--- config.mk ---
export PLATFORM = sky130hd
export DESIGN_NAME = input_spike_encoder
export DESIGN_NICKNAME = d
export VERILOG_FILES = /design/src/rtl/snn_pkg.sv /design/src/rtl/spike_out_fifo.sv /design/src/rtl/input_spike_encoder.sv
export SDC_FILE = /design/constraint.sdc
export NUM_CORES = 1
export LEC_CHECK = 0
export ABC_AREA = 1
export BUFFER_PORTS_ARGS = -buffer_cell sky130_fd_sc_hd__buf_2
export CAP_MARGIN = 5
export CORE_MARGIN = 10
export CORE_UTILIZATION = 30
export CTS_CLUSTER_DIAMETER = 30
export DETAILED_ROUTE_END_ITERATION = 8
export PLACE_DENSITY_LB_ADDON = 0.25
export SKIP_CTS_REPAIR_TIMING = 1
export SYNTH_ARGS = -nofsm -noshare
export SYNTH_HDL_FRONTEND = slang
export SYNTH_SLANG_ARGS = --single-unit
--- constraint.sdc ---
create_clock -name clk -period 5.4 [get_ports clk]
set_input_delay 0.27 -clock clk [delete_from_list [all_inputs] [get_ports clk]]
set_output_delay 0.27 -clock clk [all_outputs]
set_load 0.02 [all_outputs]
--- src/rtl/snn_pkg.sv ---
// Shared definitions for the SNN input stage: widths, spike entry layout and the LFSR step.
// Only the SPIKE_ZERO_SKIP_EN build option changes behaviour; it is handled in input_spike_encoder.
package snn_pkg;

   localparam int ADDR_W = 10;
   localparam int TS_W   = 8;

   // Right-shift Galois mask for x^8 + x^6 + x^5 + x^4 + 1 (maximal length, 255 states)
   localparam logic [7:0] LFSR_TAPS = 8'hB8;

   typedef struct packed {
      logic [ADDR_W-1:0] idx;
      logic              spike;
      logic [TS_W-1:0]   ts;
   } spike_entry_t;

   localparam int ENTRY_W = $bits(spike_entry_t);

   function automatic logic [7:0] lfsr_next(input logic [7:0] v);
      return v[0] ? ((v >> 1) ^ LFSR_TAPS) : (v >> 1);
   endfunction

endpackage

--- src/rtl/spike_out_fifo.sv ---
// Two-entry synchronous FIFO carrying spike entries; exposes occupancy for upstream credit logic.
module spike_out_fifo
   import snn_pkg::*;
(
   input  logic               clk,
   input  logic               rst_n,
   input  logic               push_i,
   input  logic [ENTRY_W-1:0] din_i,
   input  logic               pop_i,
   output logic [ENTRY_W-1:0] dout_o,
   output logic [1:0]         occ_o
);

   logic [ENTRY_W-1:0] mem_q [2];
   logic               wr_ptr_q;
   logic               rd_ptr_q;
   logic [1:0]         occ_q, occ_d;

   always_comb occ_d = occ_q + {1'b0, push_i} - {1'b0, pop_i};

   // NOTE: storage is reset so the head reads as all-zero out of reset; that is visible on spk_*.
   always_ff @(posedge clk or negedge rst_n) begin
      if (!rst_n) begin
         mem_q[0] <= '0;
         mem_q[1] <= '0;
         wr_ptr_q <= 1'b0;
         rd_ptr_q <= 1'b0;
         occ_q    <= 2'd0;
      end else begin
         if (push_i) begin
            mem_q[wr_ptr_q] <= din_i;
            wr_ptr_q        <= ~wr_ptr_q;
         end
         if (pop_i) rd_ptr_q <= ~rd_ptr_q;
         occ_q <= occ_d;
      end
   end

   assign dout_o = mem_q[rd_ptr_q];
   assign occ_o  = occ_q;

endmodule

--- src/rtl/input_spike_encoder.sv ---
// Rate-codes input_value_mem into per-neuron spikes, one sweep per timestep, streamed over valid/ready.
// Build option SPIKE_ZERO_SKIP_EN: drop non-firing neurons so only spk_bit=1 entries are emitted.
module input_spike_encoder
   import snn_pkg::*;
#(
   parameter int         INPUT_NEURON_NUM = 1023,
   parameter int         TIMESTEP_NUM     = 16,
   parameter logic [7:0] LFSR_SEED        = 8'hA5
) (
   input  logic              clk,
   input  logic              rst_n,
   input  logic              start,
   input  logic              mem_wr_en,
   output logic [ADDR_W-1:0] mem_addr,
   input  logic [7:0]        mem_data,
   output logic              spk_valid,
   input  logic              spk_ready,
   output logic [ADDR_W-1:0] spk_idx,
   output logic              spk_bit,
   output logic [TS_W-1:0]   spk_ts,
   output logic              step_done,
   output logic              done,
   output logic              busy
);

   localparam logic [2:0] S_IDLE  = 3'd0;
   localparam logic [2:0] S_RUN   = 3'd1;
   localparam logic [2:0] S_DRAIN = 3'd2;
   localparam logic [2:0] S_STEP  = 3'd3;
   localparam logic [2:0] S_DONE  = 3'd4;

   localparam logic [ADDR_W-1:0] LAST_IDX = ADDR_W'(INPUT_NEURON_NUM - 1);
   localparam logic [TS_W-1:0]   LAST_TS  = TS_W'(TIMESTEP_NUM - 1);

   logic [2:0]        state_q, state_d;
   logic [ADDR_W-1:0] idx_q, idx_d;
   logic [TS_W-1:0]   ts_q, ts_d;
   logic [7:0]        lfsr_q, lfsr_d;
   logic              pend_q, pend_d;

   logic              pop, push, fire, issue;
   logic [1:0]        occ;
   logic [2:0]        credit;
   spike_entry_t      push_entry, head;
   logic [ENTRY_W-1:0] head_raw;

   assign fire = mem_data > lfsr_q;
`ifdef SPIKE_ZERO_SKIP_EN
   assign push = pend_q & fire;
`else
   assign push = pend_q;
`endif

   // A read may only be issued if its result is guaranteed a FIFO slot next cycle.
   assign pop    = spk_valid & spk_ready;
   assign credit = {1'b0, occ} + {2'b00, push} - {2'b00, pop};
   assign issue  = (state_q == S_RUN) & ~mem_wr_en & (credit < 3'd2);

   // The returned read belongs to the index just before the (already advanced) counter.
   always_comb begin
      push_entry.idx   = idx_q - ADDR_W'(1);
      push_entry.spike = fire;
      push_entry.ts    = ts_q;
   end

   // NOTE: every next-state variable gets a default first, so no path can infer a latch.
   always_comb begin
      state_d = state_q;
      idx_d   = idx_q;
      ts_d    = ts_q;
      lfsr_d  = pend_q ? lfsr_next(lfsr_q) : lfsr_q;
      pend_d  = issue;
      case (state_q)
         S_IDLE: if (start) begin
            state_d = S_RUN;
            idx_d   = '0;
            ts_d    = '0;
            lfsr_d  = LFSR_SEED;
         end
         S_RUN: if (issue) begin
            idx_d = idx_q + ADDR_W'(1);
            if (idx_q == LAST_IDX) state_d = S_DRAIN;
         end
         S_DRAIN: if (occ == 2'd0 && !pend_q) state_d = S_STEP;
         S_STEP: if (ts_q == LAST_TS) begin
            state_d = S_DONE;
         end else begin
            ts_d    = ts_q + TS_W'(1);
            idx_d   = '0;
            state_d = S_RUN;
         end
         S_DONE:  state_d = S_IDLE;
         default: state_d = S_IDLE;
      endcase
   end

   // NOTE: sequential state is written with non-blocking assignments only.
   always_ff @(posedge clk or negedge rst_n) begin
      if (!rst_n) begin
         state_q <= S_IDLE;
         idx_q   <= '0;
         ts_q    <= '0;
         lfsr_q  <= LFSR_SEED;
         pend_q  <= 1'b0;
      end else begin
         state_q <= state_d;
         idx_q   <= idx_d;
         ts_q    <= ts_d;
         lfsr_q  <= lfsr_d;
         pend_q  <= pend_d;
      end
   end

   spike_out_fifo u_fifo (
      .clk    (clk),
      .rst_n  (rst_n),
      .push_i (push),
      .din_i  (push_entry),
      .pop_i  (pop),
      .dout_o (head_raw),
      .occ_o  (occ)
   );

   assign head      = head_raw;
   assign mem_addr  = idx_q;
   assign spk_valid = (occ != 2'd0);
   assign spk_idx   = head.idx;
   assign spk_bit   = head.spike;
   assign spk_ts    = head.ts;
   assign step_done = (state_q == S_STEP);
   assign done      = (state_q == S_DONE);
   assign busy      = (state_q == S_RUN) | (state_q == S_DRAIN) | (state_q == S_STEP);

endmodule

After elaboration in Yosys (flattened, before gate mapping)
Index checks and enable logic that the tools add are counted.
W data, S select, Z words.
{ "op_classes": {"n_mux": 23, "addsub": 7, "n_bitwise": 11, "order_cmp": 5, "n_reduce_logical": 11, "n_eq_ne": 11} }
{ "ops": {"columns": ["operator", "n"], "rows": [
  ["$mux W19", 4],
  ["$mux W8", 6],
  ["$bwmux W38", 1],
  ["$mux W10", 3],
  ["$pmux W10 S3", 1],
  ["$demux W19 S1", 1],
  ["$pmux W8 S2", 1],
  ["$mux W3", 5],
  ["$pmux W3 S4", 1],
  ["$add A10 B1 Y10 const B", 1],
  ["$eq A10 B10 Y1 const B", 1],
  ["$ne A2 B2 Y1 const B", 5],
  ["$sub A10 B1 Y10 const B", 1],
  ["$add A8 B1 Y8 const B", 1],
  ["$eq A8 B4 Y1 const B", 1],
  ["$gt A8 B8 Y1", 1],
  ["$reduce_and A4 Y1", 2],
  ["$eq A3 B2 Y1 const B", 2],
  ["$ge A2 B2 Y1 const B", 2],
  ["$not A1 Y2", 2],
  ["$not A3 Y4", 1],
  ["$reduce_bool A2 Y1", 2],
  ["$add A2 B1 Y3", 1],
  ["$and A1 B1 Y1", 3],
  ["15 further kinds", 19]
]} }
{ "totals": {"out_inout_bits": 33, "word_cells": 78, "regBits": 72, "input_bits": 13} }

Longest topological paths before layout
Gate-level depths: netlist of run 1.
{ "logic_depth": {"word_depth": 7, "mapped_depth": 16, "mapped_depth_nobuf": 16} }

Modules after synthesis
From an unflattened synthesis of run 1, not the netlist that was laid out.
{ "unflattened": {"hier_cells": 530, "area_unflattened_um2": 4186.5} }
{ "modules_own_cells": {"columns": ["mod", "cells_per_inst", "area_each_um2", "n_inst", "seq_area_each_um2"], "rows": [
  ["input_spike_encoder", 306, 2207.1, 1, 755.7],
  ["spike_out_fifo", 224, 1979.4, 1, 1051.0]
]} }

Least setup slack after synthesis of run 1
Ideal clock, no wire load.
{ "synth_path": {"path_type": "reg2reg", "from": "reg u_fifo.occ_q[1], in the netlist u_fifo.occ_o[1]", "to": "reg idx_q[9], in the netlist mem_addr[9]", "required_time_ns": 5.282, "setup_time_ns": 0.118, "path_slack_ns": 2.892, "n_path_buf": 1, "arrival_ns": 2.390, "path_stages_with_launch": 16, "synth_period_minus_slack_ns": 2.508, "path_cell_list": "dfrtp_1 -> inv_1 -> nand2_1 -> nand2_1 -> inv_1 -> ha_1 -> inv_1 -> ha_1 -> fa_1 -> nor2_1 -> nand3_1 -> nand2_4 -> nand2_4 -> buf_12 -> o21ai_2 -> nand2_1"} }
{ "synth_via": {"elab_chain_len": 7, "word_cells_on_any_way": 8, "cone_classes": "2 x add/sub; 1 x order compare; 1 x eq/ne; 2 x bitwise; 2 x reduce/logical"} }
{ "synth_lines": {"columns": ["item", "line_no", "rtl"], "rows": [
  ["from (decl)", "spike_out_fifo.sv:17", "logic [1:0] occ_q, occ_d;"],
  ["from (signal assigned)", "spike_out_fifo.sv:28", "occ_q <= 2'd0;"],
  ["from (signal assigned)", "spike_out_fifo.sv:35", "occ_q <= occ_d;"],
  ["$reduce_bool A2 Y1", "input_spike_encoder.sv:126", "assign spk_valid = (occ != 2'd0);"],
  ["via spk_valid", "input_spike_encoder.sv:16", "output logic spk_valid,"],
  ["$and A1 B1 Y1", "input_spike_encoder.sv:55", "assign pop = spk_valid & spk_ready;"],
  ["via pop", "input_spike_encoder.sv:41", "logic pop, push, fire, issue;"],
  ["$sub A3 B1 Y3", "input_spike_encoder.sv:56", "assign credit = {1'b0, occ} + {2'b00, push} - {2'b00, pop};"],
  ["via credit[1]", "input_spike_encoder.sv:43", "logic [2:0] credit;"],
  ["$lt A3 B2 Y1", "input_spike_encoder.sv:57", "assign issue = (state_q == S_RUN) & ~mem_wr_en & (credit < 3'd2);"],
  ["$and A1 B1 Y1", "input_spike_encoder.sv:57", null],
  ["$ne A2 B2 Y1 (no source line)", null, null],
  ["$reduce_and A4 Y1 (no source line)", null, null],
  ["to (signal assigned)", "input_spike_encoder.sv:107", "idx_q <= idx_d;"],
  ["to (decl)", "input_spike_encoder.sv:36", "logic [ADDR_W-1:0] idx_q, idx_d;"]
]} }
The timed path passes the listed nets, and every way through them passes these cells.
A chain may end at the register's enable or synchronous reset.

Final worst setup path of run 1
{ "layout_path": {"from": "reg u_fifo.occ_q[1], in the netlist u_fifo.occ_o[1]", "to": "reg idx_q[7], in the netlist mem_addr[7]"} }
{ "layout_via": {"elab_chain_len": 7, "word_cells_on_any_way": 8, "cone_classes": "2 x add/sub; 1 x order compare; 1 x eq/ne; 2 x bitwise; 2 x reduce/logical"} }
{ "layout_lines": {"columns": ["item", "line_no"], "rows": [
  ["$reduce_bool A2 Y1", "input_spike_encoder.sv:126"],
  ["$and A1 B1 Y1", "input_spike_encoder.sv:55"],
  ["via pop", "input_spike_encoder.sv:41"],
  ["$sub A3 B1 Y3", "input_spike_encoder.sv:56"],
  ["via credit[1]", "input_spike_encoder.sv:43"],
  ["$lt A3 B2 Y1", "input_spike_encoder.sv:57"],
  ["$and A1 B1 Y1", "input_spike_encoder.sv:57"],
  ["$ne A2 B2 Y1 (no source line)", null],
  ["$reduce_and A4 Y1 (no source line)", null]
]} }
The timed path passes the listed nets, and every way through them passes these cells.

==> results of run 1 <==
[registers in the layout, indices dropped and copies added (netlist names), 2 cells and up]
| signal | cells |
|---|---|
| state_q | 3 |
| mem_addr | 10 |
| u_fifo.mem_q | 38 |
| ts_q | 8 |
| lfsr_q | 8 |
| u_fifo.occ_o | 2 |
[power by group]
group / total, mW / internal [mW] / switching, mW / leakage (nW)
clock network: 0.563 / 0.350 / 0.213 / 0.137
registers: 0.873 / 0.716 / 0.157 / 0.891
logic: 0.894 / 0.299 / 0.595 / 1.41
total: 2.33 / 1.36 / 0.965 / 2.44
[routing by layer]
metal,vias to the layer above,track usage,part of all wire
li1,1727,-,-
met3,15,0.0274,0.040
met4,0,0.0514,0.022
met5,-,0,0
met1,1534,0.143,0.49
met2,54,0.170,0.45
[worst max path at each step]
stage	start	endpoint	cells after the start
2_1_floorplan	u_fifo.occ_o[1]	mem_addr[9]	15
3_5_place_dp	u_fifo.occ_o[1]	mem_addr[7]	15
4_1_cts	u_fifo.occ_o[1]	mem_addr[7]	15
6_report	u_fifo.occ_o[1]	mem_addr[7]	15
3_3_place_gp	u_fifo.occ_o[1]	mem_addr[7]	15
5_1_grt	u_fifo.occ_o[1]	mem_addr[7]	15
[through the flow]
stage / area [sq um] / setup WS, ps / hold slack, ps
after detailed placement: 4360 / 2760 / 466
after floorplan: 4010 / 2890 / -25.6
after CTS: 4640 / 2730 / 147
final: 4640 / 2780 / 147
after global routing: 4640 / 2500 / 161
after global placement: 4360 / 2900 / 463
[cell type report]
cell class | instances | area [sq um]
Fill cell | 1426 | 8550
Timing Repair Buffer | 46 | 233
Tap cell | 176 | 220
Inverter | 56 | 213
Clock buffer | 16 | 282
Multi-Input combinational cell | 379 | 1880
Sequential cell | 72 | 1810
[critical path, delay by kind of cell (launching register included)]
family	cells	cell delay (ps)
adders and majority gates	3	920
buffers and inverters	3	230
DFF	1	380
and+or+nand+nor	9	1030
[placed cells by master (no fill, tap or decap), drive strengths merged]
| cell | instances |
|---|---|
| xor2 | 6 |
| buf | 46 |
| or2 | 1 |
| xnor2 | 1 |
| nor2 | 38 |
| nor3b | 2 |
| clkbuf | 16 |
| nand3b | 2 |
| a21o | 1 |
| nor3 | 2 |
| ha | 14 |
| a31oi | 4 |
| nand3 | 22 |
| o21ai | 56 |
| a21oi | 9 |
| o21bai | 1 |
| dfstp | 4 |
| o31ai | 1 |
| nand2 | 211 |
| inv | 56 |
| dfrtp | 68 |
| o211ai | 4 |
| nand4 | 3 |
| fa | 1 |
[cell families after synthesis]
logic type / Yosys count
fa+ha+maj: 15
flops: 72
xor+xnor: 7
compound gates: 76
buf+inv: 74
simple gates: 281
==> results.toml, run 1 <==
[placed_design]
gp_congestion = 0.791
io_buffers = 45
post-place-cells = 729
dp_hpwl_mm = 6.98

[synth]
ys_ff_latch = 72
synth_enable_flop_cells = 0
yosysTopAreaCell = "dfrtp_1"
synthSimpleGateAreaFrac = 0.296
avgSynthCellArea_sq_um = 7.65
netlist.area_leader.share = 0.424
synthesis.nets = 553
ys_warn_count = 0
synth-seq-area-share = 0.450
ys_types = 37
synth_top_family_by_area = "simple AND/OR/NAND/NOR gates"
synth_common_cells = "205 x nand2_1, 68 x dfrtp_1, 51 x inv_1, 41 x o21ai_0, 34 x nor2_1"
ys_async_sr_fraction = 1.00
yosys.area_share.xor_xnor = 0.0153
muxShareOfSynthArea = 0
yosysMostFrequentCell = "nand2_1"
ys.flop_type = "dfrtp_1"
netlist_instances = 525
synth_area_leaders = "dfrtp_1 42%, nand2_1 19%, o21ai_0 5.1%"
synth-adder-area-share = 0.0486
synth_area_sq_um = 4010
synth_compound_area_frac = 0.110

[floorplanning]
fp.dieW_um = 136
core_area_sq_um = 13200
die_area_sq_um = 18400
ios = 46
initial_core_util = 0.304
die_h_um = 136
rows = 42

[power_and_ir_drop]
p_leak_nw = 2.44
power_mw = 2.33
peakVddDrop_mv = 0.177
powerDensity_nw_per_um2 = 502

[global_routing]
antenna_found_initial = 0
grt_max_degree = 73
grt_overflow = 0
grt_use_total = 0.111
grt_pass1_wl_mm = 16.3
grt_pass1_vias = 3219

[critical_path]
timing.rr.start = "u_fifo.occ_o[1]"
cp-start-kind = "register"
timing.reg2reg.setup_slack_ps = 2780
endpoint_kind = "register"
reg2reg_to = "mem_addr[7]"
setup.worst_path.class = "reg2reg"
crit_chain = "inv_1 -> nand2_1 -> nand2_1 -> inv_1 -> ha_1 -> inv_1 -> ha_1 -> fa_1 -> nor2_1 -> nand3_1 -> nand2_4 -> nand2_4 -> nor2_2 -> nand2_1 -> nand2_1"
crit_top_cell = "nand2_1"
slowest_delay_ps = 470
arrival_ps = 2890
r2r_cells = 15
path_max_fanout = 11
cp_slowest_cell = "fa_1"
crit_required_ps = 5670

[run_status]
run_status = "completed"

[detailed_routing]
ant_nets = 0
wl_per_cell_um = 13.2
vias = 3330
wirelength_mm = 9.81
drc = 0
drt-pass1-iter-count = 4
detail_route.vias_per_cell = 4.47
drt_iter0_markers = 172

[sta]
final_hold_viol_count = 0
relSlewSlack = 0.389
min_period_ps = 2620
fmax_mhz = 381
finalCritPeriodShare = 0.486
skew_ps = 4.13
setup_viol = 0
slew_violations = 0
fin_setup_tns_ps = 0
tightest_slew_ps = 914
rsz0062_at_grt = "no"

[finish]
final_util = 0.352
area.growth.synth_to_final_pct = 15.6
diodes = 0
drive_gt1_frac = 0.158
final_cells = 745
nets = 592

[clock_tree]
cts_max_path_buffers = 2
cts-root-buf = "clkbuf_16"
cts_tree = "yes"
worstSkewPairLatency_ps = 330
cts.sinks = 72
cts_max_level = 3
clkSlewWorstSetupHoldPaths_ps = 50
cts_buffers = 9

[job]
maxCapViolations = 0

[min_path]
hp-class = "in2async"
Power figures use the tool's default switching activity.
==> inputs of run 2 (changes only) <==
- clock period: 5.4 -> 2.5 ns (I/O delays scaled with it)
==> run 2 against run 1 <==
Via count increased by 3.9%; die area unchanged; register-to-register slack got worse by 2700 ps; global-route usage about the same; worst setup slack got worse by 2700 ps.
==> results.toml, run 2 (synthesized netlist as in run 1, its figures left out) <==
[run_status]
run_status = "completed"

[critical_path]
cp_slowest_cell = "fa_1"
crit_chain = "inv_2 -> nand2_2 -> nand2_2 -> inv_2 -> ha_4 -> inv_2 -> ha_4 -> fa_1 -> nor2_2 -> nand3_2 -> nand2_4 -> nand3_1 -> o21bai_1 -> nand2_1"
crit_top_cell = "inv_2"
timing.rr.start = "u_fifo.occ_o[0]"
cp-start-kind = "register"
endpoint_kind = "register"
crit_family = "adder cells"
critPathBufInv = 3
arrival_ps = 2590
setup.worst_path.class = "reg2reg"
critPathLaunch = "u_fifo.occ_o[0]"
crit_required_ps = 2710
path_max_fanout = 3
slowest_delay_ps = 500

[placed_design]
dp_hpwl_mm = 7.23
io_buffers = 45
gp_congestion = 0.775
dpl-instance-area_sq_um = 4440

[global_routing]
grt_pass1_vias = 3426
grt_max_degree = 73
antenna_found_initial = 0
grt_use_total = 0.111
grt_pass1_wl_mm = 16.8
grt_overflow = 0

[sta]
final_hold_viol_count = 0
tightest_slew_ps = 418
skew_ps = 8.83
fin_setup_tns_ps = 0
min_period_ps = 2380
fmax_mhz = 420
slew_violations = 0
rsz0062_at_grt = "yes"
finalCritPeriodShare = 0.953
setup_viol = 0
relSlewSlack = 0.719

[clock_tree]
worstSkewPairLatency_ps = 320
cts.sinks = 72
cts_max_level = 3
cts_tree = "yes"
cts_buffers = 9
clkSlewWorstSetupHoldPaths_ps = 60
cts-root-buf = "clkbuf_16"
cts_max_path_buffers = 2

[power_and_ir_drop]
power_mw = 5.56
powerDensity_nw_per_um2 = 1140
peakVddDrop_mv = 0.382
p_leak_nw = 2.55

[floorplanning]
die_area_sq_um = 18400
ios = 46
die_h_um = 136
rows = 42
initial_core_util = 0.304
core_area_sq_um = 13200
fp.dieW_um = 136

[finish]
fillCellCount = 1397
drive_gt1_frac = 0.205
final_cell_mix = "203 x nand2_1, 68 x dfrtp_1, 47 x inv_1"
seq_area_sq_um = 1810
largest_reg_flops = 38
multiInputGateArea_sq_um = 1950
layout_commonest_cell = "nand2_1"
finalInstanceArea_sq_um = 4890
diodes = 0
top_register = "u_fifo.mem_q"
nets = 608
area.growth.synth_to_final_pct = 21.9

[job]
maxCapViolations = 0

[detailed_routing]
detail_route.vias_per_cell = 4.55
ant_nets = 0
wirelength_mm = 10.1
drc = 0
vias = 3461
drt_iter0_markers = 269
wl_per_cell_um = 13.3
drt-pass1-iter-count = 4

[min_path]
hp-class = "in2reg"
hold_start = "start"
[run 2: cell count changes in the layout (fill, tap and decap cells not counted), moves of 3 or more]
cell       delta
inv_1         -4
bufinv_16     +3
clkbuf_8      -3
clkbuf_1      -4
buf_4        +13
inv_2         +4
[run 2: layout make-up]
type	count	area share
clock buffer	9	0.0460
clock inverter	7	0.0245
inverter	56	0.0435
multi-input combinational	380	0.398
sequential	72	0.369
tap	176	0.0450
timing repair buffer	61	0.0736
[run 2: metrics by stage]
step / hold slack (ps) / std cells / utilization / setup slack, ps
2_1_floorplan: -171 / 525 / - / 54.5
4_1_cts: -153 / 754 / 0.363 / -44.8
6_report: 31.4 / 761 / 0.371 / 117
3_5_place_dp: 186 / 738 / 0.337 / -16.1
3_3_place_gp: 186 / 738 / 0.337 / 87.2
5_1_grt: 45.6 / 761 / 0.371 / -27.0
[run 2: routing by layer]
| metal | wire length (um) | track usage | vias up |
|---|---|---|---|
| li1 | - | - | 1773 |
| met1 | 4630 | 0.138 | 1623 |
| met2 | 5000 | 0.193 | 56 |
| met3 | 399 | 0.0241 | 9 |
| met4 | 74 | 0.0233 | 0 |
| met5 | 0 | 0 | - |
[run 2: worst reg2reg max path, delay by kind of cell, from the launching register on]
family	cells	cell delay (ps)
buf+inv	3	160
compound gates	1	140
simple gates	7	690
fa+ha+maj	3	920
flops	1	370
[run 2: power breakdown]
| group | internal, mW | leakage [nW] | total, mW | switching [mW] |
|---|---|---|---|---|
| clock network | 0.976 | 0.166 | 1.46 | 0.485 |
| logic | 0.819 | 1.49 | 2.28 | 1.46 |
| registers | 1.55 | 0.891 | 1.82 | 0.269 |
[run 2: final timing paths]
path	cells after the start	slack (ps)	to
hold / removal	2	30	lfsr_q[3]
setup reg to reg	14	120	state_q[0]
setup / recovery	14	120	state_q[0]
hold reg to reg	2	480	u_fifo.mem_q[27]
min in group asynchronous	3	350	u_fifo.mem_q[26]
max in group asynchronous	3	1780	lfsr_q[0]
==> inputs of run 3 (changes only) <==
- CELL_PAD_IN_SITES_DETAIL_PLACEMENT: default -> 0
- CELL_PAD_IN_SITES_GLOBAL_PLACEMENT: default -> 1
==> run 3 against run 2 <==
First-iteration DRC count shrank 24%; clock skew barely moved; maximum frequency increased by 0.60%; register-to-register slack hardly changed; routed wire length is 0.26% higher; non-clock buffer count down 2; worst hold slack got worse by 16 ps.
==> results.toml, run 3 (synthesized netlist as in run 1, its figures left out) <==
[clock_tree]
cts_max_path_buffers = 2
clkSlewWorstSetupHoldPaths_ps = 60
cts.sinks = 72
cts-root-buf = "clkbuf_16"
cts_max_level = 3
worstSkewPairLatency_ps = 330
cts_tree = "yes"
cts_buffers = 9

[placed_design]
dpl-instance-area_sq_um = 4440
io_buffers = 45
post-place-cells = 738
place_ws_ps = -45.4
gp_congestion = 0.738
dp_hpwl_mm = 7.26

[finish]
area.growth.synth_to_final_pct = 21.3
top_register = "u_fifo.mem_q"
largest_reg_flops = 38
layout_commonest_cell = "nand2_1"
drive_gt1_frac = 0.204
seq_area_sq_um = 1810
nets = 606
final_cell_mix = "202 x nand2_1, 68 x dfrtp_1, 47 x inv_1"
fillCellCount = 1403
diodes = 0
finalInstanceArea_sq_um = 4870
final_util = 0.369
multiInputGateArea_sq_um = 1950
final_cells = 759

[sta]
setup_viol = 0
skew_ps = 9.23
setup_slack_ps = 131
final_hold_viol_count = 0
rsz0062_at_grt = "yes"
relSlewSlack = 0.534
timing.hold.ws_ps = 15.5
fmax_mhz = 422
tightest_slew_ps = 699
fin_setup_tns_ps = 0
slew_violations = 0
min_period_ps = 2370
finalCritPeriodShare = 0.948

[detailed_routing]
drc = 0
vias = 3395
wirelength_mm = 10.1
drt_iter0_markers = 204
detail_route.vias_per_cell = 4.47
ant_nets = 0
wl_per_cell_um = 13.3
drt-pass1-iter-count = 4

[floorplanning]
die_area_sq_um = 18400
die_h_um = 136
fp.dieW_um = 136
core_area_sq_um = 13200
initial_core_util = 0.304
ios = 46
rows = 42

[critical_path]
endpoint_kind = "register"
crit_top_cell = "inv_2"
cp-start-kind = "register"
setup.worst_path.class = "reg2reg"
cp_slowest_cell = "fa_1"
crit_required_ps = 2770
slowest_delay_ps = 500
arrival_ps = 2640
r2r_cells = 15
crit_chain = "inv_2 -> nand2_2 -> nand2_2 -> inv_2 -> ha_4 -> inv_2 -> ha_4 -> fa_1 -> nor2_2 -> nand3_2 -> nand2_4 -> nand2_8 -> nor2_4 -> nand2_1 -> nand2_1"
path_max_fanout = 6

[power_and_ir_drop]
power_mw = 5.42
peakVddDrop_mv = 0.415
powerDensity_nw_per_um2 = 1110
p_leak_nw = 2.53

[job]
maxCapViolations = 0

[min_path]
whs_path_depth = 2
hp-class = "in2reg"

[global_routing]
antenna_found_initial = 0
grt_pass1_wl_mm = 16.7
grt_pass1_vias = 3295
grt_use_total = 0.113
grt_overflow = 0
grt_max_degree = 45

[run_status]
run_status = "completed"
==> run 3: cell count changes in the layout (fill, tap and decap cells not counted), sizes merged <==
cell    before  now
buf         60   58
bufinv       3    2
clkinv       3    2
inv         56   58
==> run 3: power by group <==
part           leakage [nW]  internal (mW)  switching (mW)  total, mW
sequential            0.891           1.55           0.268       1.81
clock                 0.157          0.884           0.513       1.40
combinational          1.48          0.785            1.43       2.21
total                  2.53           3.21            2.21       5.42
==> run 3: area by class of cell <==
class | instances | share of cell area
clock buffers | 9 | 0.0463
clock inverters | 7 | 0.0211
flip-flops and latches | 72 | 0.371
repair buffers | 59 | 0.0710
well taps | 176 | 0.0452
multi-input cells | 380 | 0.402
inverters | 56 | 0.0437
==> run 3: worst max-delay path, delay by kind of cell, from the launching register on <==
family | cells | cell delay, ps
buffers and inverters | 3 | 170
adder cells (fa/ha/maj) | 3 | 890
AND/OR/NAND/NOR | 9 | 870
flip-flops | 1 | 370
==> run 3: final timing paths <==
path,start,endpoint,slack [ps]
max,u_fifo.occ_o[0],mem_addr[4],130
min,start,lfsr_q[3],20
max reg2reg,u_fifo.occ_o[0],mem_addr[4],130
min reg2reg,u_fifo.mem_q[35],u_fifo.mem_q[35],480
max in group asynchronous,rst_n,lfsr_q[7],1380
min in group asynchronous,rst_n,u_fifo.mem_q[18],370
==> run 3: per-layer routing <==
| metal | share of wire | GRT usage |
|---|---|---|
| met2 | 0.47 | 0.182 |
| met4 | 0.0064 | 0.0269 |
| met3 | 0.043 | 0.0386 |
| met5 | 0 | 0 |
| met1 | 0.48 | 0.143 |
